--- src/rtl/dcache_direct_mapped.sv ---
// Direct-mapped, write-through, no-write-allocate L1 data cache with a fixed-latency memory port.
// Optional hit/miss counters are built when DCACHE_STATS_EN is defined.
module dcache_direct_mapped #(
    parameter int WORD_SIZE   = 16,
    parameter int LINE_WORDS  = 4,
    parameter int NUM_LINES   = 4,
    parameter int MEM_LATENCY = 4
) (
    input  logic                            clk,
    input  logic                            reset_n,
    input  logic                            cpu_read,
    input  logic                            cpu_write,
    input  logic [WORD_SIZE-1:0]            cpu_address,
    input  logic [WORD_SIZE-1:0]            cpu_wdata,
    output logic [WORD_SIZE-1:0]            cpu_rdata,
    output logic                            cpu_hit,
    output logic                            cpu_write_done,
    input  logic                            bus_granted,
    output logic                            mem_read,
    output logic                            mem_write,
    output logic [WORD_SIZE-1:0]            mem_address,
    output logic [WORD_SIZE-1:0]            mem_wdata,
    input  logic [LINE_WORDS*WORD_SIZE-1:0] mem_rdata
`ifdef DCACHE_STATS_EN
    ,
    output logic [15:0]                     stat_hits,
    output logic [15:0]                     stat_misses
`endif
);

    // state | meaning
    // IDLE  | serve hits, accept new store or read miss
    // FILL  | holding mem_read for MEM_LATENCY un-granted cycles, then install the line
    // WRITE | holding mem_write for MEM_LATENCY un-granted cycles, update on hit

    localparam int OFF_W = $clog2(LINE_WORDS);
    localparam int IDX_W = $clog2(NUM_LINES);
    localparam int TAG_W = WORD_SIZE - OFF_W - IDX_W;
    localparam int CNT_W = $clog2(MEM_LATENCY) + 1;
    localparam logic [CNT_W-1:0] CNT_LAST = CNT_W'(MEM_LATENCY - 1);

    typedef enum logic [1:0] {
        IDLE  = 2'd0,
        FILL  = 2'd1,
        WRITE = 2'd2
    } state_t;

    state_t state;
    state_t state_next;

    logic [NUM_LINES-1:0] valid;
    logic [TAG_W-1:0]     tags [NUM_LINES];
    logic [WORD_SIZE-1:0] data [NUM_LINES][LINE_WORDS];

    logic [CNT_W-1:0]     counter;
    logic                 replay;
    logic [WORD_SIZE-1:0] lat_addr;
    logic [WORD_SIZE-1:0] lat_data;

    logic [OFF_W-1:0] cpu_off;
    logic [IDX_W-1:0] cpu_idx;
    logic [TAG_W-1:0] cpu_tag;
    logic [OFF_W-1:0] lat_off;
    logic [IDX_W-1:0] lat_idx;
    logic [TAG_W-1:0] lat_tag;
    logic             cpu_match;
    logic             lat_match;

    logic start_write;
    logic start_fill;
    logic fill_done;
    logic write_done;
    logic count_up;

    assign cpu_off   = cpu_address[OFF_W-1:0];
    assign cpu_idx   = cpu_address[OFF_W+IDX_W-1:OFF_W];
    assign cpu_tag   = cpu_address[WORD_SIZE-1:OFF_W+IDX_W];
    assign lat_off   = lat_addr[OFF_W-1:0];
    assign lat_idx   = lat_addr[OFF_W+IDX_W-1:OFF_W];
    assign lat_tag   = lat_addr[WORD_SIZE-1:OFF_W+IDX_W];
    assign cpu_match = valid[cpu_idx] && (tags[cpu_idx] == cpu_tag);
    assign lat_match = valid[lat_idx] && (tags[lat_idx] == lat_tag);

    // Outputs are forced low while reset is asserted so nothing leaks out of an aborted operation.
    always_comb begin
        state_next     = state;
        cpu_hit        = 1'b0;
        cpu_rdata      = '0;
        cpu_write_done = 1'b0;
        mem_read       = 1'b0;
        mem_write      = 1'b0;
        mem_address    = '0;
        mem_wdata      = '0;
        start_write    = 1'b0;
        start_fill     = 1'b0;
        fill_done      = 1'b0;
        write_done     = 1'b0;
        count_up       = 1'b0;
        if (reset_n) begin
            case (state)
                IDLE: begin
                    if (cpu_write) begin
                        start_write = 1'b1;
                        state_next  = WRITE;
                    end else if (cpu_read) begin
                        if (cpu_match) begin
                            cpu_hit   = 1'b1;
                            cpu_rdata = data[cpu_idx][cpu_off];
                        end else begin
                            start_fill = 1'b1;
                            state_next = FILL;
                        end
                    end
                end
                FILL: begin
                    if (!bus_granted) begin
                        mem_read    = 1'b1;
                        mem_address = lat_addr;
                        if (counter == CNT_LAST) begin
                            fill_done  = 1'b1;
                            state_next = IDLE;
                        end else begin
                            count_up = 1'b1;
                        end
                    end
                end
                WRITE: begin
                    if (!bus_granted) begin
                        mem_write   = 1'b1;
                        mem_address = lat_addr;
                        mem_wdata   = lat_data;
                        if (counter == CNT_LAST) begin
                            cpu_write_done = 1'b1;
                            write_done     = 1'b1;
                            state_next     = IDLE;
                        end else begin
                            count_up = 1'b1;
                        end
                    end
                end
                default: state_next = IDLE;
            endcase
        end
    end

    always_ff @(posedge clk) begin
        if (!reset_n) begin
            state    <= IDLE;
            counter  <= '0;
            replay   <= 1'b0;
            valid    <= '0;
            lat_addr <= '0;
            lat_data <= '0;
        end else begin
            state <= state_next;
            if (state == IDLE) begin
                replay <= 1'b0;
            end
            if (start_write) begin
                lat_addr <= cpu_address;
                lat_data <= cpu_wdata;
                counter  <= '0;
            end
            if (start_fill) begin
                lat_addr <= {cpu_address[WORD_SIZE-1:OFF_W], {OFF_W{1'b0}}};
                counter  <= '0;
            end
            if (count_up) begin
                counter <= counter + CNT_W'(1);
            end
            if (fill_done) begin
                valid[lat_idx] <= 1'b1;
                replay         <= 1'b1;
            end
        end
    end

    // Tag and data arrays need no reset: the valid bits qualify them.
    always_ff @(posedge clk) begin
        if (fill_done) begin
            tags[lat_idx] <= lat_tag;
            for (int w = 0; w < LINE_WORDS; w++) begin
                data[lat_idx][w] <= mem_rdata[w*WORD_SIZE +: WORD_SIZE];
            end
        end else if (write_done && lat_match) begin
            data[lat_idx][lat_off] <= lat_data;
        end
    end

`ifdef DCACHE_STATS_EN
    logic count_hit;

    // The hit that replays a just-filled read belongs to the miss, so it is not counted.
    assign count_hit = reset_n && (state == IDLE) && cpu_read && cpu_match && !replay;

    always_ff @(posedge clk) begin
        if (!reset_n) begin
            stat_hits   <= '0;
            stat_misses <= '0;
        end else begin
            if (count_hit && (stat_hits != 16'hFFFF)) begin
                stat_hits <= stat_hits + 16'd1;
            end
            if (start_fill && (stat_misses != 16'hFFFF)) begin
                stat_misses <= stat_misses + 16'd1;
            end
        end
    end
`endif

endmodule

--- config.mk ---
export PLATFORM = sky130hd
export DESIGN_NAME = dcache_direct_mapped
export DESIGN_NICKNAME = d
export VERILOG_FILES = /design/src/rtl/dcache_direct_mapped.sv
export SDC_FILE = /design/constraint.sdc
export NUM_CORES = 1
export LEC_CHECK = 0
export ABC_AREA = 0
export BUFFER_PORTS_ARGS = -buffer_cell sky130_fd_sc_hd__buf_2
export CELL_PAD_IN_SITES_DETAIL_PLACEMENT = 1
export CELL_PAD_IN_SITES_GLOBAL_PLACEMENT = 2
export CORE_ASPECT_RATIO = 0.7
export CORE_MARGIN = 8
export CORE_UTILIZATION = 40
export CTS_BUF_LIST = sky130_fd_sc_hd__clkbuf_8 sky130_fd_sc_hd__clkbuf_16
export DETAILED_ROUTE_END_ITERATION = 16
export GPL_TIMING_DRIVEN = 0
export PLACE_DENSITY = 0.79
export SLEW_MARGIN = 25
export SYNTH_ARGS = -nofsm -noshare
export SYNTH_HDL_FRONTEND = slang
export SYNTH_SLANG_ARGS = --single-unit
--- constraint.sdc ---
create_clock -name clk -period 3.75 [get_ports clk]
set_input_delay 0.375 -clock clk [delete_from_list [all_inputs] [get_ports clk]]
set_output_delay 0.375 -clock clk [all_outputs]
set_load 0.05 [all_outputs]
# Word-level counts from Yosys, hierarchy flattened
# Memories as Yosys holds them, arrays and structs flattened. A register that Yosys moved wholly into a read port is not among the register bits.
# Index checks and enable logic that the tools add are counted.
[totals]
memories = 2
regBits = 41
inputBits = 101
wordCells = 235
mem_bits_rw = 304
output_inout_bits = 52
[memory_table]
columns = ["memory", "words", "width", "read_ports", "rd_ports_with_merged_regs", "wr", "line_no", "text"]
rows = [
  ["data", 4, 64, 1, 0, 1, "53", "logic [WORD_SIZE-1:0] data [NUM_LINES][LINE_WORDS];"],
  ["tags", 4, 12, 2, 1, 1, "52", "logic [TAG_W-1:0] tags [NUM_LINES];"],
]
[op_classes]
mux = 132
n_lt_le_gt_ge = 6
n_addsub = 1
n_reduce_logical = 11
n_eq_ne = 9
n_bitwise = 68
[op_table]
columns = ["cell", "count"]
rows = [
  ["16-bit 2-to-1 mux", 16],
  ["1-bit 2-to-1 mux", 99],
  ["64-bit 2-to-1 mux", 1],
  ["1-bit bitwise OR", 64],
  ["16-bit binary-select mux with 2-bit select", 1],
  ["16-bit demux with 2-bit select", 1],
  ["12-bit == test", 2],
  ["2-bit 2-to-1 mux", 7],
  ["3-bit 2-to-1 mux", 3],
  ["3-bit >= comparator (second input constant)", 2],
  ["2-bit by 3-bit < comparator with 1-bit output (second input constant)", 2],
  ["3-bit inequality test (second input constant)", 2],
  ["2-bit NOT with 3-bit output", 2],
  ["1-bit logical AND", 5],
  ["1-bit binary-select mux with 2-bit select", 2],
  ["4-bit bitwise OR", 1],
  ["2-bit one-hot mux with 2 select lines", 1],
  ["4-bit AND reduction", 1],
  ["2-bit OR reduction", 2],
  ["3-bit by 1-bit adder with 3-bit output (second input constant)", 1],
  ["3-bit by 2-bit == test with 1-bit output (second input constant)", 1],
  ["3-bit by 1-bit < comparator with 1-bit output (second input constant)", 1],
  ["3-bit nonzero test", 1],
  ["1-bit demux with 2-bit select", 1],
  ["8 further kinds", 8],
]

# Logic depth before layout (Yosys ltp)
[depth]
word_depth = 11
ltp_mapped = 11
ltp_nobuf = 9

# Least setup slack after synthesis
# No wires, ideal clock.
[synth_timing]
path_kind = "input -> register"
start = "input port reset_n"
end = "memory data[0][16] in the netlist's numbering, enable pin"
path_slack_ns = -0.507
path_buffers = 3
arrival_time_ns = 3.842
cell_stages = 9
setup_time_ns = 0.414
t_required_ns = 3.336
path_cell_list = "clkbuf_1 -> and3b_1 -> clkbuf_1 -> and2_1 -> nand4_1 -> or4_4 -> or3_4 -> buf_6 -> a211oi_1"
[synth_between]
elab_chain_len = 6
[synth_lines]
columns = ["item", "line_no", "text"]
rows = [
  ["start, declared", "10", "input logic reset_n,"],
  ["1-bit 2-to-1 mux", "n/a", ""],
  ["via cpu_write_done", "17", "output logic cpu_write_done,"],
  ["1-bit logical AND", "185", "end else if (write_done && lat_match) begin"],
  ["1-bit 2-to-1 mux", "185", ""],
  ["1-bit 2-to-1 mux", "180", "if (fill_done) begin"],
  ["64-bit 2-to-1 mux (implied by the code)", "186", "data[lat_idx][lat_off] <= lat_data;"],
  ["1-bit bitwise OR (no line)", "n/a", ""],
  ["end, declared", "53", ""],
]
# The timed path passes the listed nets, and every way through them passes these cells.

==> impl_metrics.env <==
export IMPL_status="finished, final reports clean"
export IMPL_worstSetupEndpoint="data[0][50]$_DFFE_PP_"
export IMPL_dr_total_vias=8675
export IMPL_setup_violations=0
export IMPL_root_buffer="clkbuf_16"
export IMPL_yosysUniqueCellTypes=42
export IMPL_clock_tree_buffer_depth=3
export IMPL_cp_end_kind="register"
export IMPL_sequentialPowerShare=0.490
export IMPL_p_int_mw=6.826
export IMPL_ys_top_cells_by_area="edfxtp_1, mux4_2, dfxtp_1"
export IMPL_fin_nets=1157
export IMPL_holdCritPathClass="in2reg"
export IMPL_grt_max_degree=17
export IMPL_core_sq_um=37130
export IMPL_gp_congestion=0.7574
export IMPL_final_area_sq_um=18270
export IMPL_finClkSkew_ns=0.02699
export IMPL_cts_buffers=36
export IMPL_io_pins=153
export IMPL_area_growth_pct=21.54
export IMPL_synthTopCellsByCount="edfxtp_1, mux4_2, nand2_1"
export IMPL_cp_start_kind="register"
export IMPL_wl_microns=43230
export IMPL_p_per_area_nw_per_um2=497.0
export IMPL_antenna_found_initial=7
export IMPL_clock_sinks=347
export IMPL_p_leak_nw=6.528
export IMPL_fmax_mhz=274.7
export IMPL_yosysTopAreaCell="edfxtp_1"
export IMPL_crit_required_ns=3.98
export IMPL_rsz0062_at_grt="yes"
export IMPL_dieArea_sq_um=44130
export IMPL_netlist_area_sq_um=15030
export IMPL_yosysMostFrequentCell="edfxtp_1"
export IMPL_slew_headroom=0.3056
export IMPL_dr_pass1_iters=4
export IMPL_cts_hold_buf=0
export IMPL_synth_nets=940
export IMPL_drv_cap=0
export IMPL_clk_latency_ns=0.55
export IMPL_final_hold_viol_count=0
export IMPL_total_power_mw=9.079
export IMPL_via_per_inst=5.533
export IMPL_track_usage=0.1954
export IMPL_ys_flop_type="edfxtp_1"
export IMPL_h_tree_depth=2
export IMPL_grt_pass1_vias=9222
export IMPL_post_dp_cell_area_sq_um=16830
export IMPL_critPathArrivalTime_ns=3.87
export IMPL_cts_tree="built"
export IMPL_p_clk_frac=0.403
export IMPL_start_util=0.4048
export IMPL_die_h_microns=178.2
export IMPL_reg2reg_setup_slack_ns=0.11
export IMPL_fin_ws_ns=0.1093
export IMPL_crit_type="reg2reg"
export IMPL_port_buffers=148
export IMPL_drt_wirelength_per_cell_microns=27.57
export IMPL_path_max_fanout=10
export IMPL_clk_pin_slew_ns=0.07
export IMPL_r2r_end="data[0][50]$_DFFE_PP_"
export IMPL_ys_seq_area_frac=0.6647
export IMPL_ir_drop_v=0.0002485
export IMPL_worst_slew_pin_slew_ns=1.042
export IMPL_synth_edf_count=304
export IMPL_syn_mean_instance_area_sq_um=18.02
export IMPL_ys_warn_count=0
export IMPL_num_rows=59
export IMPL_grt_pass1_wl_microns=62310
export IMPL_fin_setup_tns_ns=0
export IMPL_fill_cells=3558
export IMPL_dpl_hpwl_microns=31330
export IMPL_p_sw_mw=2.252
export IMPL_reg2regPathDepth=9
export IMPL_ant_nets=0
export IMPL_drt_iter0_drc=773
export IMPL_pre_cts_ws_ns=-0.7612
export IMPL_switching_share=0.2481
export IMPL_drive_gt1_frac=0.4226
export IMPL_slew_violations=0
export IMPL_grt_overflow=0
export IMPL_post_route_min_period_ns=3.641
export IMPL_min_path_cells=3
export IMPL_netlist_instances=834
export IMPL_ys_ff_latch=347
export IMPL_fin_crit_sh=0.9708
export IMPL_netlist_area_leader_share=0.6074
export IMPL_whs_ns=0.07653
export IMPL_comb_power_share=0.107
export IMPL_async_flop_share=0
export IMPL_die_x_microns=247.7
export IMPL_drc=0
-- state kept, by name (all words and copies together) (netlist names), named ones only --
register	cells
valid	4
counter	3
tags	48
lat_addr	16
data	256
state	2
lat_data	16
-- cells in the final DEF, fill, tap and decap left out, types with 15 or more instances in the layout --
| master | synthesis | routed |
|---|---|---|
| a21oi_1 | 31 | 19 |
| and2_1 | 17 | 17 |
| and3_1 | 18 | 18 |
| buf_2 | 7 | 152 |
| buf_4 | 2 | 19 |
| clkbuf_1 | 33 | 21 |
| clkbuf_16 | 0 | 36 |
| dfxtp_1 | 43 | 43 |
| edfxtp_1 | 304 | 304 |
| inv_1 | 9 | 15 |
| mux2_2 | 33 | 33 |
| mux2_4 | 32 | 32 |
| mux2i_1 | 23 | 23 |
| mux4_2 | 102 | 102 |
| nand2_1 | 69 | 69 |
| nor2b_1 | 20 | 20 |
| xnor2_1 | 25 | 24 |
-- worst min-delay path by stage --
| stage | start | end | slack, ns |
|---|---|---|---|
| floorplan | counter[0]$_SDFFE_PN0P_ | counter[0]$_SDFFE_PN0P_ | 0.42 |
| global placement | counter[0]$_SDFFE_PN0P_ | counter[0]$_SDFFE_PN0P_ | 0.45 |
| detailed placement | counter[0]$_SDFFE_PN0P_ | counter[0]$_SDFFE_PN0P_ | 0.45 |
| CTS | cpu_wdata[7] | lat_data[7]$_SDFFE_PN0P_ | 0.05 |
| global route | cpu_wdata[12] | lat_data[12]$_SDFFE_PN0P_ | 0.07 |
| finish | cpu_wdata[7] | lat_data[7]$_SDFFE_PN0P_ | 0.08 |
-- layout make-up --
class                           instances  area [sq um]  share of cell area
Sequential cell                       347          9990              0.5468
Antenna cell                            1         2.502           0.0001370
Multi-Input combinational cell        427          4966              0.2718
Tap cell                              488         610.6             0.03342
Clock buffer                           40         955.9             0.05233
Timing Repair Buffer                  179          1172             0.06418
Clock inverter                         26         250.2             0.01370
Buffer                                 51         286.5             0.01568
Inverter                                9         33.78            0.001849
-- timing repair --
item	4_1_cts	5_1_grt
resized for setup	19	9
pin swaps	9	3
setup buffers	11	5
setup endpoints to repair	213	107
-- per-stage QoR --
stage | std cells | utilization
2_1_floorplan | 834 | -
3_3_place_gp | 1470 | 0.4412
3_5_place_dp | 1485 | 0.4531
4_1_cts | 1562 | 0.4903
5_1_grt | 1567 | 0.4919
6_report | 1568 | 0.4920
-- power groups by stage --
stage / registers [mW] / logic (mW) / clock network [mW]
after global routing: 4.46 / 1.06 / 3.84
after global placement: 4.52 / 0.927 / 0
after detailed placement: 4.53 / 0.969 / 0
final: 4.45 / 0.972 / 3.66
after CTS: 4.44 / 0.980 / 3.72
after floorplan: 4.44 / 0.652 / 0
-- worst max-delay path: stages (launching register included) --
cell and delay, ns:
dfxtp_1 0.43, buf_8 0.21, mux4_2 0.54, xnor2_1 0.23
nand3_1 0.18, or4_4 0.59, or3_4 0.37, buf_6 0.19
a211oi_4 0.34, buf_6 0.24
-- cell families (layout without fill, tap and decap cells) --
kind of cell | Yosys count | count (layout) | share of synthesized area
AND/OR/NAND/NOR | 158 | 158 | 0.05270
adder cells (fa/ha/maj) | 5 | 5 | 0.004163
buffers and inverters | 60 | 305 | 0.01856
other | 0 | 1 | 0
AO/OA/AOI/OAI | 47 | 47 | 0.01931
flip-flops | 347 | 347 | 0.6647
XOR/XNOR | 27 | 27 | 0.01573
multiplexers | 190 | 190 | 0.2249
-- routing by layer --
metal	GRT usage	routed length (microns)
met3	0.05955	4014
met2	0.2942	19150
met5	0	34
met1	0.2748	19160
met4	0.04948	869
No activity file was read; power rests on OpenSTA's default activity.
